==> src/rtl/detect_drain.sv <==
// detect_drain
//
// Takes one frame of per-lane detect records and serialises only the matching
// entries onto a single ready/valid stream, lowest lane first. The final match
// of each frame carries out_last. Frames with no match at all are counted, not
// emitted.
//
// Ports:
//   clk        rising-edge clock
//   reset_n    asynchronous active-low reset
//   det_valid  frame on det_in is valid
//   det_ready  block is idle and can take a frame
//   det_in     NUM_CHARS packed entries; entry g = det_in[g*(IDX_W+1) +: IDX_W+1],
//              {index[IDX_W-1:0], match}
//   out_valid  out_* holds a match waiting for transfer
//   out_ready  downstream accepts the presented match
//   out_index  index field of the presented entry
//   out_lane   lane number of the presented entry
//   out_last   presented entry is the final match of its frame
//   empty_cnt  saturating count of accepted frames with no match

module detect_drain #(
    parameter int unsigned NUM_CHARS = 4,
    parameter int unsigned IDX_W     = 4,
    parameter int unsigned CNT_W     = 16
) (
    input  logic                             clk,
    input  logic                             reset_n,
    input  logic                             det_valid,
    output logic                             det_ready,
    input  logic [NUM_CHARS*(IDX_W+1)-1:0]   det_in,
    output logic                             out_valid,
    input  logic                             out_ready,
    output logic [IDX_W-1:0]                 out_index,
    output logic [$clog2(NUM_CHARS)-1:0]     out_lane,
    output logic                             out_last,
    output logic [CNT_W-1:0]                 empty_cnt
);

    localparam int unsigned LANE_W  = $clog2(NUM_CHARS);
    localparam int unsigned ENTRY_W = IDX_W + 1;

    typedef enum logic [0:0] {StIdle, StDrain} state_e;

    state_e                          state_q, state_d;
    logic [NUM_CHARS-1:0]            pending_q, pending_d;
    logic [NUM_CHARS-1:0][IDX_W-1:0] idx_q, idx_d;
    logic [CNT_W-1:0]                empty_cnt_q, empty_cnt_d;

    logic                            out_valid_q, out_valid_d;
    logic [IDX_W-1:0]                out_index_q, out_index_d;
    logic [LANE_W-1:0]               out_lane_q, out_lane_d;
    logic                            out_last_q, out_last_d;

    logic [LANE_W-1:0]               low_lane;
    logic                            one_left;

    // Next-state: frame capture, pending-mask drain and empty-frame counting.
    always_comb begin
        state_d     = state_q;
        pending_d   = pending_q;
        idx_d       = idx_q;
        empty_cnt_d = empty_cnt_q;

        unique case (state_q)
            StIdle: begin
                if (det_valid) begin
                    for (int g = 0; g < NUM_CHARS; g++) begin
                        idx_d[g]     = det_in[g*ENTRY_W + 1 +: IDX_W];
                        pending_d[g] = det_in[g*ENTRY_W];
                    end
                    if (pending_d != '0) begin
                        state_d = StDrain;
                    end else if (empty_cnt_q != {CNT_W{1'b1}}) begin
                        empty_cnt_d = empty_cnt_q + CNT_W'(1);
                    end
                end
            end
            StDrain: begin
                // out_valid is always set in this state, so out_ready alone
                // completes a transfer of the presented lane.
                if (out_ready) begin
                    pending_d[out_lane_q] = 1'b0;
                    if (pending_d == '0) begin
                        state_d = StIdle;
                    end
                end
            end
            default: state_d = StIdle;
        endcase
    end

    // Output registers are loaded from the next pending mask so a match shows
    // up the cycle after capture and stays put while the mask is unchanged.
    always_comb begin
        low_lane = '0;
        for (int g = NUM_CHARS - 1; g >= 0; g--) begin
            if (pending_d[g]) begin
                low_lane = LANE_W'(g);
            end
        end

        // Clearing the lowest set bit leaves zero iff exactly one bit was set.
        one_left = (pending_d != '0) &&
                   ((pending_d & (pending_d - NUM_CHARS'(1))) == '0);

        out_valid_d = (pending_d != '0);
        out_lane_d  = '0;
        out_index_d = '0;
        out_last_d  = 1'b0;
        if (out_valid_d) begin
            out_lane_d  = low_lane;
            out_index_d = idx_d[low_lane];
            out_last_d  = one_left;
        end
    end

    always_ff @(posedge clk or negedge reset_n) begin
        if (!reset_n) begin
            state_q     <= StIdle;
            pending_q   <= '0;
            idx_q       <= '0;
            empty_cnt_q <= '0;
            out_valid_q <= 1'b0;
            out_index_q <= '0;
            out_lane_q  <= '0;
            out_last_q  <= 1'b0;
        end else begin
            state_q     <= state_d;
            pending_q   <= pending_d;
            idx_q       <= idx_d;
            empty_cnt_q <= empty_cnt_d;
            out_valid_q <= out_valid_d;
            out_index_q <= out_index_d;
            out_lane_q  <= out_lane_d;
            out_last_q  <= out_last_d;
        end
    end

    assign det_ready = (state_q == StIdle);
    assign out_valid = out_valid_q;
    assign out_index = out_index_q;
    assign out_lane  = out_lane_q;
    assign out_last  = out_last_q;
    assign empty_cnt = empty_cnt_q;

endmodule
==> config.mk <==
export PLATFORM = sky130hd
export DESIGN_NAME = detect_drain
export DESIGN_NICKNAME = d
export VERILOG_FILES = /design/src/rtl/detect_drain.sv
export SDC_FILE = /design/constraint.sdc
export NUM_CORES = 1
export LEC_CHECK = 0
export ABC_AREA = 0
export CORE_UTILIZATION = 37
export DETAILED_ROUTE_END_ITERATION = 8
export SLEW_MARGIN = 40
export SYNTH_ARGS = -nofsm -noshare
export SYNTH_HDL_FRONTEND = slang
export SYNTH_SLANG_ARGS = --single-unit
==> constraint.sdc <==
create_clock -name clk -period 4.7 [get_ports clk]
set_clock_uncertainty 0.2 [all_clocks]
set_input_delay 0.705 -clock clk [delete_from_list [all_inputs] [get_ports clk]]
set_output_delay 0.705 -clock clk [all_outputs]
set_load 0.02 [all_outputs]
==> summary.txt <==
Run status
  • Outcome: finished, final reports clean

Drt
  • DR top layer: met4
  • M1 WL: 2243 um
  • Met3 Routed Length: 219 um
  • Total Routed Length: 4415 um
  • DR vias/cell: 4.859
  • First-pass iteration count of the detailed router: 4
  • WL/cell: 13.50 um
  • DRT iter0 DRCs: 46
  • Antenna Nets Post-Route: 0
  • Post-route DRC: 0
  • DR WL met2: 1889 um
  • DR vias: 1589

GRT
  • Largest net degree at the start of global routing: 46
  • Vias in the first global route: 1509
  • First-pass GRT wire length: 7320 um
  • Antenna violations before repair: 0
  • Tot GR Track Use: 15.54%
  • Global-route congestion overflow total: 0

Worst hold path
  • Hold WC Path Type: in2async

Clocking
  • H-tree levels: 2
  • Cts hold-fix bufs: 0
  • Skew-Pair Late Insertion Delay: 0.30 ns
  • Clk buf depth: 2
  • Num CTS Buffers: 5
  • Clock transition at path regs: 0.08 ns
  • TritonCTS clock tree: yes
  • CTS Sinks: 45
  • # resized after CTS: 0
  • Root Driver: clkbuf_8
  • Post-CTS Repair Setup Buffers: 0

Layout
  • N_diodes: 0
  • Final #Nets: 279
  • Area Overhead vs Synth: 29.12%
  • Fillers: 541
  • Share of layout cells above drive strength 1: 10.20%

Worst setup path
  • CP Launch Type: primary input
  • Worst R2R Path Depth: 3
  • CP Data Required Time: 4.68 ns
  • Reg2reg end: empty_cnt[1]$_DFFE_PN0P_
  • Flop2flop setup slack: 2.42 ns
  • CP Capture Type: flip-flop
  • CP Data Arrival Time: 2.73 ns
  • Crit Path Class: in2reg
  • CP Max Fanout: 16
  • Critical register-to-register path startpoint: state_q$_DFF_PN0_

Timing
  • Final period utilization: 58.53%
  • Least-Margin Pin Slew: 0.6913 ns
  • Final Setup Violations: 0
  • Worst setup margin: 1.949 ns
  • Worst relative slew slack: 53.91%
  • Final Hold Fails: 0
  • Max frequency: 0.3635 GHz
  • Final min period: 2.751 ns
  • Fin. max-slew vios: 0
  • Setup TNS: 0 ns
  • RSZ-0062 raised after global routing: false

Placement
  • Post-placement worst setup slack: 1.664 ns
  • Port Buf Inserts: 48
  • GP Congestion: 0.7456
  • HPWL after DPL: 3107 um

Logic synthesis
  • Synth Flop Type: dfrtp_1
  • Sequential area share after synthesis: 52.63%
  • Synth warn: 0
  • Largest area contributor in the netlist: dfrtp_1
  • Synth Cell Area: 2140 um2
  • Top cell type's share of synthesized area: 52.63%
  • Mean Syn Cell Area: 10.49 um2
  • Flops & latches, synth: 45
  • Top cells by area, synth: dfrtp_1 53%, nand2_1 8.1%, xor2_1 4.1%, mux2_2 3.7%, mux2i_1 2.8%
  • Post-synth EDFFs: 0
  • Distinct cells, synth: 42
  • Mapped Nets: 229
  • Asr flop ratio synth: 100.0%
  • Cells after Synth: 204

Pwr
  • LEAKAGE: 1.277 nW
  • P per Cell Area: 496.5 nW/um2
  • Peak supply drop: 0.1843 mV

Die
  • Die Wd: 78.05 um
  • IO Count: 49
  • Die area: 6091 um2
  • Die Ht: 78.05 um
  • Core area: 5540 um2
  • Initial Util: 38.62%
  • Floorplan row count: 27

Run
  • # Max-Cap Violations: 0
stage by stage:
stage	instances	hold slack, ns	power [mW]	utilization, %	area (um2)
after floorplan	204	0.2094	0.9685	-	2140
after detailed placement	319	0.2601	1.154	48.37	2680
after global placement	319	0.2557	1.148	48.33	2678
after CTS	327	0.2145	1.388	49.86	2763
after global routing	327	0.2461	1.473	49.86	2763
final	327	0.1956	1.372	49.86	2763
synthesized netlist by cell type, types with 3 or more instances:
| cell type | instances |
|---|---|
| nor2_1 | 15 |
| nand3_1 | 4 |
| mux2i_1 | 6 |
| xor2_1 | 10 |
| o21bai_1 | 4 |
| xnor2_1 | 4 |
| inv_1 | 7 |
| mux2_2 | 7 |
| dfrtp_1 | 45 |
| a22o_1 | 4 |
| buf_2 | 3 |
| a21oi_1 | 3 |
| nand2b_1 | 5 |
| nand4_1 | 4 |
| nor2b_1 | 5 |
| and2_1 | 3 |
| nand2_1 | 46 |
area by class of cell:
cell class | instances | area [um2] | area share [%]
flip-flops and latches | 45 | 1126 | 40.76
multi-input cells | 146 | 952.2 | 34.47
repair buffers | 49 | 485.5 | 17.57
well taps | 72 | 90.09 | 3.261
clock buffers | 6 | 72.57 | 2.627
inverters | 7 | 26.28 | 0.9511
clock inverters | 2 | 10.01 | 0.3623
how the worst max path moves through the flow:
stage          startpoint                        to  slack [ns]  cells past startpoint
6_report        det_valid  empty_cnt[1]$_DFFE_PN0P_        1.95                      4
5_1_grt         det_valid  empty_cnt[1]$_DFFE_PN0P_        1.81                      4
4_1_cts         det_valid  empty_cnt[1]$_DFFE_PN0P_        1.96                      4
3_5_place_dp    det_valid  empty_cnt[1]$_DFFE_PN0P_        1.66                      4
3_3_place_gp    det_valid  empty_cnt[1]$_DFFE_PN0P_        1.72                      4
2_1_floorplan  det_in[10]  empty_cnt[1]$_DFFE_PN0P_        2.41                      3
cell usage in the layout, fill, tap and decap left out, drive strengths merged, types with 3 or more instances in the layout:
cell type       n
o21bai          4
mux2i           6
xnor2           4
nand4           4
clkbuf          6
inv             7
and2            3
mux2            7
nand2b          5
clkdlybuf4s50  47
nand3           4
nand2          46
dfrtp          45
a21oi           3
xor2           10
a22o            4
nor3            3
nor2b           5
nor2           15
where the power goes:
part / switching, mW / internal, mW
clock: 0.129 / 0.103
sequential: 0.0690 / 0.508
combinational: 0.290 / 0.272
total: 0.488 / 0.884
state kept, by name, indices dropped and copies added, names as in the netlist:
signal     count
empty_cnt     16
idx_q         16
out_index      4
pending_q      4
out_lane       2
out_last       1
out_valid      1
state_q        1
worst max-delay path, cell delays in order:
cell and delay (ns):
clkdlybuf4s50_1 0.62, nand2b_1 0.43, a311oi_1 0.57, mux2_2 0.39
cells by family (layout without fill, tap and decap cells):
| family | after synthesis | count (layout) | share of synthesized area, % |
|---|---|---|---|
| AOI/OAI and AO/OA | 24 | 24 | 10.12 |
| xor gates and xnor gates | 14 | 14 | 5.731 |
| adders and majority gates | 1 | 1 | 0.5847 |
| buffers and inverters | 13 | 64 | 2.865 |
| DFF | 45 | 45 | 52.63 |
| muxes | 13 | 13 | 6.492 |
| and+or+nand+nor | 94 | 94 | 21.58 |
per-layer routing:
metal  track usage [%]  vias up
li1                  -      795
met1             22.68      746
met2             22.37       41
met3             3.721        7
met4             5.556        0
met5                 0        -
Power figures use the tool's default switching activity.
